**config.mk**
```make
export PLATFORM = sky130hd
export DESIGN_NAME = sync_edge_filter
export DESIGN_NICKNAME = d
export VERILOG_FILES = /design/src/rtl/sync_edge_filter.sv
export SDC_FILE = /design/constraint.sdc
export NUM_CORES = 1
export LEC_CHECK = 0
export BUFFER_PORTS_ARGS = -buffer_cell sky130_fd_sc_hd__buf_2
export CAP_MARGIN = 20
export CORE_AREA = 2 2 39 41
export CTS_BUF_LIST = sky130_fd_sc_hd__clkbuf_8 sky130_fd_sc_hd__clkbuf_16
export CTS_CLUSTER_DIAMETER = 60
export DETAILED_ROUTE_END_ITERATION = 7
export DIE_AREA = 0 0 41 43
export PLACE_DENSITY_LB_ADDON = 0.15
export SETUP_SLACK_MARGIN = 0.4
export SYNTH_ARGS = -nofsm -noshare
export SYNTH_HDL_FRONTEND = slang
export SYNTH_SLANG_ARGS = --single-unit
export TNS_END_PERCENT = 50
```
**constraint.sdc**
```tcl
create_clock -name clk -period 1.3 [get_ports clk]
set_input_delay 0.26 -clock clk [delete_from_list [all_inputs] [get_ports clk]]
set_output_delay 0.26 -clock clk [all_outputs]
set_load 0.01 [all_outputs]
```
**src/rtl/sync_edge_filter.sv**
```systemverilog
// Deglitching filter for an already-synchronized level, with rise/fall pulses
// and an optional saturating rise counter built only when SYNC_EDGE_FILTER_CNT_EN is defined.
module sync_edge_filter #(
    parameter logic INIT_VALUE    = 1'b0,
    parameter int   FILTER_CYCLES = 3,
    parameter int   CNT_W         = 8
) (
    input  logic             clk,
    input  logic             rst_n,
    input  logic             in,
    input  logic             cnt_clr,
    output logic             level,
    output logic             rise,
    output logic             fall,
    output logic [CNT_W-1:0] evt_cnt,
    output logic             cnt_sat
);

    localparam int TW = $clog2(FILTER_CYCLES + 1);
    localparam logic [TW-1:0] TIMER_LAST = TW'(FILTER_CYCLES - 1);
    localparam logic [TW-1:0] TIMER_ONE  = TW'(1);

    typedef enum logic {
        STABLE = 1'b0,
        CHECK  = 1'b1
    } state_t;

    state_t          state_q, state_d;
    logic [TW-1:0]   timer_q, timer_d;
    logic            level_q, level_d;
    logic            rise_q, rise_d;
    logic            fall_q, fall_d;

    always_ff @(posedge clk or negedge rst_n) begin
        if (!rst_n) begin
            state_q <= STABLE;
            timer_q <= '0;
            level_q <= INIT_VALUE;
            rise_q  <= 1'b0;
            fall_q  <= 1'b0;
        end else begin
            state_q <= state_d;
            timer_q <= timer_d;
            level_q <= level_d;
            rise_q  <= rise_d;
            fall_q  <= fall_d;
        end
    end

    always_comb begin
        state_d = state_q;
        timer_d = timer_q;
        level_d = level_q;
        rise_d  = 1'b0;
        fall_d  = 1'b0;
        unique case (state_q)
            STABLE: begin
                if (in != level_q) begin
                    if (FILTER_CYCLES == 1) begin
                        // Single-cycle filter: accept immediately; timer stays at its 0 ceiling.
                        level_d = ~level_q;
                        rise_d  = ~level_q;
                        fall_d  = level_q;
                        timer_d = '0;
                    end else begin
                        timer_d = TIMER_ONE;
                        state_d = CHECK;
                    end
                end else begin
                    timer_d = '0;
                end
            end
            CHECK: begin
                if (in == level_q) begin
                    state_d = STABLE;
                    timer_d = '0;
                end else if (timer_q == TIMER_LAST) begin
                    level_d = ~level_q;
                    rise_d  = ~level_q;
                    fall_d  = level_q;
                    timer_d = '0;
                    state_d = STABLE;
                end else begin
                    timer_d = timer_q + TIMER_ONE;
                end
            end
            default: begin
                state_d = STABLE;
                timer_d = '0;
            end
        endcase
    end

    assign level = level_q;
    assign rise  = rise_q;
    assign fall  = fall_q;

`ifdef SYNC_EDGE_FILTER_CNT_EN
    // Counts on the same edge that raises `rise`, so evt_cnt and rise update together;
    // a clear sampled on that edge still records the new event.
    logic [CNT_W-1:0] cnt_q;
    logic             sat_q;

    always_ff @(posedge clk or negedge rst_n) begin
        if (!rst_n) begin
            cnt_q <= '0;
            sat_q <= 1'b0;
        end else if (cnt_clr) begin
            cnt_q <= rise_d ? CNT_W'(1) : '0;
            sat_q <= 1'b0;
        end else if (rise_d) begin
            if (&cnt_q) begin
                sat_q <= 1'b1;
            end else begin
                cnt_q <= cnt_q + CNT_W'(1);
            end
        end
    end

    assign evt_cnt = cnt_q;
    assign cnt_sat = sat_q;
`else
    logic unused_cnt_clr;
    assign unused_cnt_clr = cnt_clr;
    assign evt_cnt        = '0;
    assign cnt_sat        = 1'b0;
`endif

endmodule

```
==> impl_metrics.tcl, run 1 <==
set metrics [dict create \
    synthCells 26 \
    drt-pass1-iter-count 2 \
    worstPathRequired_ns 1.04 \
    fp.dieArea_um2 1760 \
    synthesis.area_um2 307 \
    clock-skew-final_ns 0.000117 \
    cpLargestDelayFamily "flip-flops" \
    timing.final.setup_violations 0 \
    synthesis.area_per_instance_um2 11.8 \
    areaGrowthSynthToFinish_pct 26.5 \
    crit_slowest_cell "sky130_fd_sc_hd__dfrtp_1" \
    number_of_different_library_cells_in_the_post_synthesis_netlist 12 \
    worstHoldPathCells 2 \
    num-nets-final 43 \
    routabilityCongestion 0.587 \
    gr-usage-all-layers_pct 7.61 \
    crit_end_category "primary output" \
    total_power_uw 850 \
    final_number_of_hold_violating_endpoints 0 \
    period_needed_ns 1.03 \
    timing.critical_path.fanout_max 3 \
    largest_net_degree_at_the_start_of_global_routing 7 \
    crit_path_cell_trace "buf_2" \
    synth-seq-area-share_pct 49.0 \
    finish.utilization_pct 28.0 \
    drt-initial-drc-count 5 \
    grt_first_pass_wirelength_um 800 \
    hold_path_startpoint "in" \
    cts.sinks 6 \
    pwr_density_cell_nw_per_um2 2190 \
    path_buf_inv 1 \
    clockBufferDepth 2 \
    io_pins 16 \
    worstReg2RegEnd "level$_DFFE_PN0P_" \
    maxCapViolCount 0 \
    clk_pin_slew_ns 0.04 \
    detail_route.vias_per_cell 3.55 \
    first_global_vias 188 \
    f_max_mhz 970 \
    peakVddDrop_mv 0.706 \
    clock_tree_from_tritoncts "done" \
    placement_rows 14 \
    drc_errors 0 \
    yosys_register_bits 6 \
    detailedPlace.worstSlack_ns 0.309 \
    synth_top_area_cell "sky130_fd_sc_hd__dfrtp_1" \
    antenna-diode-count 0 \
    layout_setup_ws_ns 0.269 \
    drive_above_1_share_pct 35.1 \
    final-max-slew-violation-count 0 \
    port_buffers 5 \
    critical_path.max_stage_delay_ns 0.40 \
    timing.final.crit_share_pct 79.3 \
    finalInstanceArea_um2 388 \
    antenna_found_initial 0 \
    grt_overflow 0 \
    timing.critical_path.arrival_ns 0.77 \
    routedWlPerCell_um 10.0 \
    totalNegativeSetupSlack_ns 0 \
    synth.top_cell.area_share_pct 49.0 \
    num_vias 188 \
    timing.reg2reg.worst_path_depth 2 \
    reg2reg_from "timer_q[0]$_DFF_PN0_" \
    worst_setup_path_start_kind "flop" \
    fp.dieH_um 43 \
    grt_setup_unrepaired "true" \
    hold_end "fall$_DFF_PN0_" \
    die-width_um 41 \
    root_buffer "sky130_fd_sc_hd__clkbuf_8" \
    synth_top_cells_by_area "sky130_fd_sc_hd__dfrtp_1 (49%), sky130_fd_sc_hd__buf_4 (22%), sky130_fd_sc_hd__nand3b_4 (6.5%)" \
    floorplan.initialDensity_pct 22.2 \
    hold_path_class "in -> reg" \
    final_antenna_net_count 0 \
    synth-warning-count 0 \
    criticalPathCategory "reg -> out" \
    ctsHtreeMaxLevel 1 \
    numCtsBuffers 3 \
    power_leakage_uw 0.000213 \
    detail_route.wirelength_um 530 \
    core_area_um2 1380 \
    clkLatencyLatePin_ns 0.22 \
    r2r_setup_slack_ns 0.32 \
    run_status "finished, final reports clean" \
    sum_of_net_half_perimeters_after_detailed_placement_um 374 \
    placement.cell_area_um2 314 \
]
-- flip-flops by register name (all words and copies together), names as in the netlist --
signal / count
timer_q: 2
fall: 1
level: 1
state_q: 1
rise: 1
-- repair_timing --
| item | CTS | global route |
|---|---|---|
| setup buffers | 2 | 1 |
| gates resized for setup | 0 | 0 |
| hold buffers | 1 | 0 |
| setup endpoints to repair | 7 | 9 |
| hold endpoints to repair | 6 | 0 |
-- Yosys cell counts (all sizes together) --
cell    n
buf     9
conb    1
dfrtp   6
mux2    1
nand2   1
nand3b  1
nor2    1
nor2b   1
nor3    1
nor3b   2
o21a    1
xnor2   1
-- per-layer routing --
metal	wire, µm	GRT usage [%]	share of wire [%]	vias to the layer above
met2	281	8.13	53	6
met5	0	0	0	-
li1	-	-	-	88
met1	211	9.30	40	92
met3	27	3.14	5.1	2
met4	9	10.0	1.7	0
-- final cells by class --
cell class                      instances  area [µm²]
Tap cell                               16        20.0
Sequential cell                         6         150
Timing Repair Buffer                    9        57.6
Fill cell                             150         996
Clock buffer                            3        41.3
Multi-Input combinational cell         19         119
-- how the worst max path moves through the flow --
stage                    startpoint                end  slack (ns)  depth (start not counted)
2_1_floorplan  timer_q[0]$_DFF_PN0_  level$_DFFE_PN0P_        0.35                          2
3_3_place_gp   timer_q[0]$_DFF_PN0_  level$_DFFE_PN0P_        0.33                          2
3_5_place_dp   timer_q[0]$_DFF_PN0_  level$_DFFE_PN0P_        0.31                          2
4_1_cts           level$_DFFE_PN0P_              level        0.27                          1
5_1_grt           level$_DFFE_PN0P_              level        0.24                          1
6_report          level$_DFFE_PN0P_              level        0.27                          1
-- report_power, final --
group          switching [µW]  total [µW]  internal (µW)  leakage, µW
combinational             102         258            156     0.000114
sequential               60.4         310            249    0.0000771
clock                    82.9         282            199    0.0000216
-- metrics by stage --
stage / std cells / hold WS (ns)
2_1_floorplan: 34 / -0.0356
3_3_place_gp: 46 / 0.0913
3_5_place_dp: 46 / 0.0858
4_1_cts: 52 / 0.251
5_1_grt: 53 / 0.262
6_report: 53 / 0.252
-- layout by cell type (no fill, tap or decap), drive strengths merged --
| master | count |
|---|---|
| clkbuf | 3 |
| dlygate4sd3 | 1 |
| nor3 | 1 |
| nand2 | 1 |
| dfrtp | 6 |
| o21a | 1 |
| mux2 | 1 |
| buf | 8 |
| nor2b | 1 |
| conb | 9 |
| nor3b | 2 |
| nand3b | 1 |
| xnor2 | 1 |
| nor2 | 1 |
-- kinds of logic after synthesis --
group                  synth area share (%)
other                                  1.22
flip-flops                             49.0
XOR/XNOR                               2.86
AND/OR/NAND/NOR                        17.5
AO/OA/AOI/OAI                          2.45
multiplexers                           4.90
buffers and inverters                  22.0
-- worst register-to-register path, stage by stage, from the launching register on --
cell                       delay (ns)
sky130_fd_sc_hd__dfrtp_1         0.37
sky130_fd_sc_hd__nand3b_4        0.18
sky130_fd_sc_hd__mux2_4          0.30
Note: power is estimated with default switching activity, not from simulation.
==> run 2, diff against run 1 <==
--- a/config.mk
+++ b/config.mk
@@ -5,6 +5,7 @@
 export SDC_FILE = /design/constraint.sdc
 export NUM_CORES = 1
 export LEC_CHECK = 0
+export ABC_AREA = 1
 export BUFFER_PORTS_ARGS = -buffer_cell sky130_fd_sc_hd__buf_2
 export CAP_MARGIN = 20
 export CORE_AREA = 2 2 39 41
==> constraint.sdc (replaced) <==
create_clock -name clk -period 1.03 [get_ports clk]
set_input_delay 0.206 -clock clk [delete_from_list [all_inputs] [get_ports clk]]
set_output_delay 0.206 -clock clk [all_outputs]
set_load 0.01 [all_outputs]
==> impl_metrics.tcl, run 2 <==
set metrics [dict create \
    number_of_different_library_cells_in_the_post_synthesis_netlist 11 \
    crit_end_category "primary output" \
    final_cell_count_no_fill 64 \
    post_synth_xor_area_fraction_pct 0 \
    clkLatencyLatePin_ns 0.22 \
    grt_setup_unrepaired "true" \
    synthCells 38 \
    placement_rows 14 \
    clk_pin_slew_ns 0.04 \
    numCtsBuffers 3 \
    period_needed_ns 0.956 \
    timing.critical_path.arrival_ns 0.75 \
    detail_route.vias_per_cell 3.41 \
    cpLargestDelayFamily "flip-flops" \
    synth.most_common_cell "sky130_fd_sc_hd__buf_4" \
    port_buffers 5 \
    run_status "finished, final reports clean" \
    final-max-slew-violation-count 0 \
    synth_ff_type "sky130_fd_sc_hd__dfrtp_1" \
    timing.critical_path.fanout_max 2 \
    sum_of_net_half_perimeters_after_detailed_placement_um 387 \
    routabilityCongestion 0.611 \
    root_buffer "sky130_fd_sc_hd__clkbuf_8" \
    areaGrowthSynthToFinish_pct 28.0 \
    final_number_of_hold_violating_endpoints 0 \
    gr-usage-all-layers_pct 9.16 \
    peakVddDrop_mv 0.503 \
    yosys_register_bits 6 \
    synth_top_cells_by_area "sky130_fd_sc_hd__dfrtp_1 (47%), sky130_fd_sc_hd__buf_4 (21%), sky130_fd_sc_hd__nor2_1 (8.2%)" \
    synth_top_family_by_area "buffers and inverters" \
    clock-skew-final_ns 0.00402 \
    placed_instances 58 \
    total_power_uw 1110 \
    first_global_vias 220 \
    fp.dieH_um 43 \
    largest-register "timer_q" \
    synthesized_area_fraction_occupied_by_ao_oa_aoi_and_oai_cells_pct 0 \
    timing.final.crit_share_pct 92.8 \
    clockBufferDepth 2 \
    core_area_um2 1380 \
    share_of_async_settable_or_async_resettable_flops_after_synthesis_pct 100 \
    timing.final.setup_violations 0 \
    antenna-diode-count 0 \
    floorplan.initialDensity_pct 23.2 \
    synth-warning-count 0 \
    largest_net_degree_at_the_start_of_global_routing 7 \
    drc_errors 0 \
    final_common_cell "sky130_fd_sc_hd__conb_1" \
    power_leakage_uw 0.000232 \
    synth_mux_area_share_pct 0 \
    synth_enable_flop_cells 0 \
    criticalPathCategory "reg -> out" \
    synthesis.area_per_instance_um2 8.46 \
    cts.sinks 6 \
    synth_top_area_cell "sky130_fd_sc_hd__dfrtp_1" \
    grt_overflow 0 \
    crit_slowest_cell "sky130_fd_sc_hd__dfrtp_2" \
    layout.cells.most_common_list "sky130_fd_sc_hd__conb_1 (9), sky130_fd_sc_hd__nor2_1 (7), sky130_fd_sc_hd__nand2_1 (5), sky130_fd_sc_hd__dfrtp_1 (5), sky130_fd_sc_hd__buf_2 (4)" \
    synth_fa_ha_area_share_pct 0 \
    clock_tree_from_tritoncts "done" \
    f_max_mhz 1050 \
    hold_path_class "in -> reg" \
    ctsHtreeMaxLevel 1 \
    io_pins 16 \
    synthesis.area_um2 322 \
    drt-pass1-iter-count 2 \
    drive_above_1_share_pct 33.3 \
    maxCapViolCount 0 \
    drt-initial-drc-count 5 \
    crit_path_cell_trace "buf_6" \
    num-nets-final 53 \
    die-width_um 41 \
    totalNegativeSetupSlack_ns 0 \
    synth.top_cell.area_share_pct 46.7 \
    path_buf_inv 1 \
    detail_route.wirelength_um 569 \
    antenna_found_initial 0 \
    worstPathRequired_ns 0.82 \
    num_vias 218 \
    final_antenna_net_count 0 \
    pwr_density_cell_nw_per_um2 2700 \
    synth_simple_gate_area_share_pct 25.3 \
    routedWlPerCell_um 8.89 \
    grt_first_pass_wirelength_um 924 \
    critical_path.max_stage_delay_ns 0.40 \
    largest_register_ff_count 2 \
    fp.dieArea_um2 1760 \
    synth_top_cells_by_count "sky130_fd_sc_hd__buf_4 (9), sky130_fd_sc_hd__nor2_1 (7), sky130_fd_sc_hd__dfrtp_1 (6)" \
    worst_setup_path_start_kind "flop" \
    synth-seq-area-share_pct 46.7 \
]
==> run 2: final timing paths <==
| kind | start | end | slack (ns) | cells after the start |
|---|---|---|---|---|
| worst min register to register | timer_q[0]$_DFF_PN0_ | timer_q[1]$_DFF_PN0_ | 0.56 | 2 |
| min in group asynchronous | rst_n | fall$_DFF_PN0_ | 0.33 | 2 |
| max in group asynchronous | rst_n | level$_DFFE_PN0P_ | 0.54 | 2 |
| worst max register to register | level$_DFFE_PN0P_ | timer_q[0]$_DFF_PN0_ | 0.14 | 5 |
| worst max-delay path | level$_DFFE_PN0P_ | level | 0.07 | 1 |
| worst min-delay path | in | rise$_DFF_PN0_ | 0.25 | 3 |
==> run 2: routing by layer <==
metal  part of all wire, %  GRT usage (%)  vias up
met5                     0              0        -
li1                      -              -      113
met2                    46           11.3       10
met3                   8.4           4.71        2
met4                   2.5           12.0        0
met1                    43           9.09       93
==> run 2: area by class of cell <==
cell class | count | area, µm²
fillers | 155 | 972
flip-flops and latches | 6 | 151
multi-input cells | 26 | 128
repair buffers | 7 | 48.8
clock buffers | 3 | 41.3
well taps | 16 | 20.0
inverters | 5 | 18.8
clock inverters | 1 | 3.75
==> run 2: through the flow <==
| stage | hold WS, ns | area [µm²] | worst slack, ns | utilization, % |
|---|---|---|---|---|
| CTS | 0.246 | 407 | 0.0676 | 29.4 |
| global route | 0.262 | 412 | 0.0466 | 29.7 |
| detailed placement | 0.0419 | 330 | 0.232 | 23.9 |
| finish | 0.249 | 412 | 0.0740 | 29.7 |
| floorplan | -0.0896 | 353 | 0.286 | - |
| global placement | 0.0413 | 330 | 0.228 | 23.9 |
==> run 2: cells by family after synthesis <==
family | count (synthesis)
other | 1
AND/OR/NAND/NOR | 17
flip-flops | 6
buffers and inverters | 14
==> run 2: power breakdown <==
group          internal [µW]  total, µW  switching (µW)
clock network            257        367             110
logic                    153        343             190
registers                318        404            85.8
total                    728       1110             385
==> run 2: repair_timing <==
action | 4_1_cts | 5_1_grt
resized for setup | 3 | 1
hold buffers | 1 | 0
hold endpoints to repair | 6 | 0
setup buffers | 1 | 0
endpoints found under the setup margin | 9 | 9
==> run 3, diff against run 2 <==
--- a/config.mk
+++ b/config.mk
@@ -13,8 +13,9 @@
 export CTS_CLUSTER_DIAMETER = 60
 export DETAILED_ROUTE_END_ITERATION = 7
 export DIE_AREA = 0 0 41 43
-export PLACE_DENSITY_LB_ADDON = 0.15
+export PLACE_DENSITY_LB_ADDON = 0.3
 export SETUP_SLACK_MARGIN = 0.4
+export SLEW_MARGIN = 40
 export SYNTH_ARGS = -nofsm -noshare
 export SYNTH_HDL_FRONTEND = slang
 export SYNTH_SLANG_ARGS = --single-unit
==> impl_metrics.tcl, run 3 (synthesized netlist as in run 2, its figures left out) <==
set metrics [dict create \
    run_status "finished, final reports clean" \
    drt-pass1-iter-count 1 \
    drc_errors 0 \
    worstPathRequired_ns 0.82 \
    timing.final.crit_share_pct 91.5 \
    timing.final.setup_violations 0 \
    placed_instances 58 \
    grt_setup_unrepaired "true" \
    layout.cells.most_common_list "sky130_fd_sc_hd__conb_1 (9), sky130_fd_sc_hd__nor2_1 (7), sky130_fd_sc_hd__nand2_1 (5), sky130_fd_sc_hd__dfrtp_1 (5)" \
    layout_setup_ws_ns 0.0876 \
    gr-usage-all-layers_pct 7.57 \
    criticalPathCategory "reg -> out" \
    drt-initial-drc-count 0 \
    final_number_of_hold_violating_endpoints 0 \
    die-width_um 41 \
    num-nets-final 53 \
    totalNegativeSetupSlack_ns 0 \
    antenna_found_initial 0 \
    multiInputGateArea_um2 115 \
    grt_first_pass_wirelength_um 800 \
    areaGrowthSynthToFinish_pct 26.1 \
    clkLatencyLatePin_ns 0.22 \
    maxCapViolCount 0 \
    placement_rows 14 \
    crit_path_cell_trace "buf_6" \
    hold_path_startpoint "in" \
    clock_tree_from_tritoncts "done" \
    grt_overflow 0 \
    antenna-diode-count 0 \
    critical_path.max_stage_delay_ns 0.40 \
    largest_register_ff_count 2 \
    final_common_cell "sky130_fd_sc_hd__conb_1" \
    ctsHtreeMaxLevel 1 \
    final-max-slew-violation-count 0 \
    routabilityCongestion 0.726 \
    detail_route.vias_per_cell 3.48 \
    peakVddDrop_mv 0.968 \
    fp.dieArea_um2 1760 \
    num_vias 223 \
    fillerInstances 170 \
    cpLargestDelayFamily "flip-flops" \
    final_antenna_net_count 0 \
    timing.critical_path.fanout_max 2 \
    first_global_vias 219 \
    path_buf_inv 1 \
    largest_net_degree_at_the_start_of_global_routing 7 \
    detailedPlace.worstSlack_ns 0.240 \
    clock-skew-final_ns 0.00168 \
    crit_slowest_cell "sky130_fd_sc_hd__dfrtp_2" \
    timing.critical_path.arrival_ns 0.74 \
    numCtsBuffers 3 \
    final_cell_count_no_fill 64 \
    largest-register "timer_q" \
    fp.dieH_um 43 \
    clockBufferDepth 2 \
    clk_pin_slew_ns 0.04 \
    floorplan.initialDensity_pct 23.2 \
    core_area_um2 1380 \
    sum_of_net_half_perimeters_after_detailed_placement_um 362 \
    crit_end_category "primary output" \
    detail_route.wirelength_um 441 \
    root_buffer "sky130_fd_sc_hd__clkbuf_8" \
    worst_setup_path_start_kind "flop" \
    routedWlPerCell_um 6.89 \
    reg2reg_from "level$_DFFE_PN0P_" \
    sequential_cell_area_um2 151 \
    power_leakage_uw 0.000231 \
    io_pins 16 \
    hold_path_class "in -> reg" \
    port_buffers 5 \
    cts.sinks 6 \
    pwr_density_cell_nw_per_um2 2610 \
    drive_above_1_share_pct 33.3 \
    crit_start "level$_DFFE_PN0P_" \
    f_max_mhz 1060 \
    period_needed_ns 0.942 \
]
[run 3: area by class of cell]
type	instances	area share (%)
Multi-Input combinational cell	26	28.4
Inverter	5	4.63
Timing Repair Buffer	7	13.6
Clock inverter	1	0.926
Sequential cell	6	37.3
Tap cell	16	4.94
Clock buffer	3	10.2
[run 3: per-stage QoR]
stage | hold slack (ns) | area (µm²) | power [µW] | util, %
3_3_place_gp | 0.0363 | 330 | 641 | 23.9
2_1_floorplan | -0.0896 | 353 | 598 | -
3_5_place_dp | 0.0345 | 330 | 648 | 23.9
5_1_grt | 0.273 | 405 | 1170 | 29.3
6_report | 0.247 | 405 | 1060 | 29.3
4_1_cts | 0.245 | 399 | 1080 | 28.8
[run 3: path summary, 6_finish.rpt]
check / cells after the start / endpoint / slack (ns)
hold reg to reg: 2 / timer_q[1]$_DFF_PN0_ / 0.56
setup reg to reg: 5 / timer_q[1]$_DFF_PN0_ / 0.16
max in group asynchronous: 2 / level$_DFFE_PN0P_ / 0.54
hold / removal: 3 / rise$_DFF_PN0_ / 0.25
setup / recovery: 1 / level / 0.09
min in group asynchronous: 2 / state_q$_DFF_PN0_ / 0.34
[run 3: layer usage]
| metal | part of all wire, % | track usage, % | wire [µm] |
|---|---|---|---|
| met5 | 0 | 0 | 0 |
| met1 | 37 | 7.19 | 164 |
| met4 | 0 | 2.00 | 0 |
| met3 | 10 | 9.42 | 46 |
| met2 | 52 | 10.0 | 231 |
[run 3: what timing repair did]
item	CTS	global route
gates resized for setup	2	1
buffers inserted	1	0
hold buffers	1	0
hold endpoints to repair	6	0
endpoints found under the setup margin	9	9
[run 3: worst min-delay path: stages]
cell and delay (ns):
sky130_fd_sc_hd__buf_2 0.12, sky130_fd_sc_hd__nand2_1 0.06, sky130_fd_sc_hd__nor2_1 0.04
[run 3: report_power, final]
group / switching, µW / internal (µW)
clock network: 97.1 / 256
registers: 70.4 / 318
logic: 170 / 145
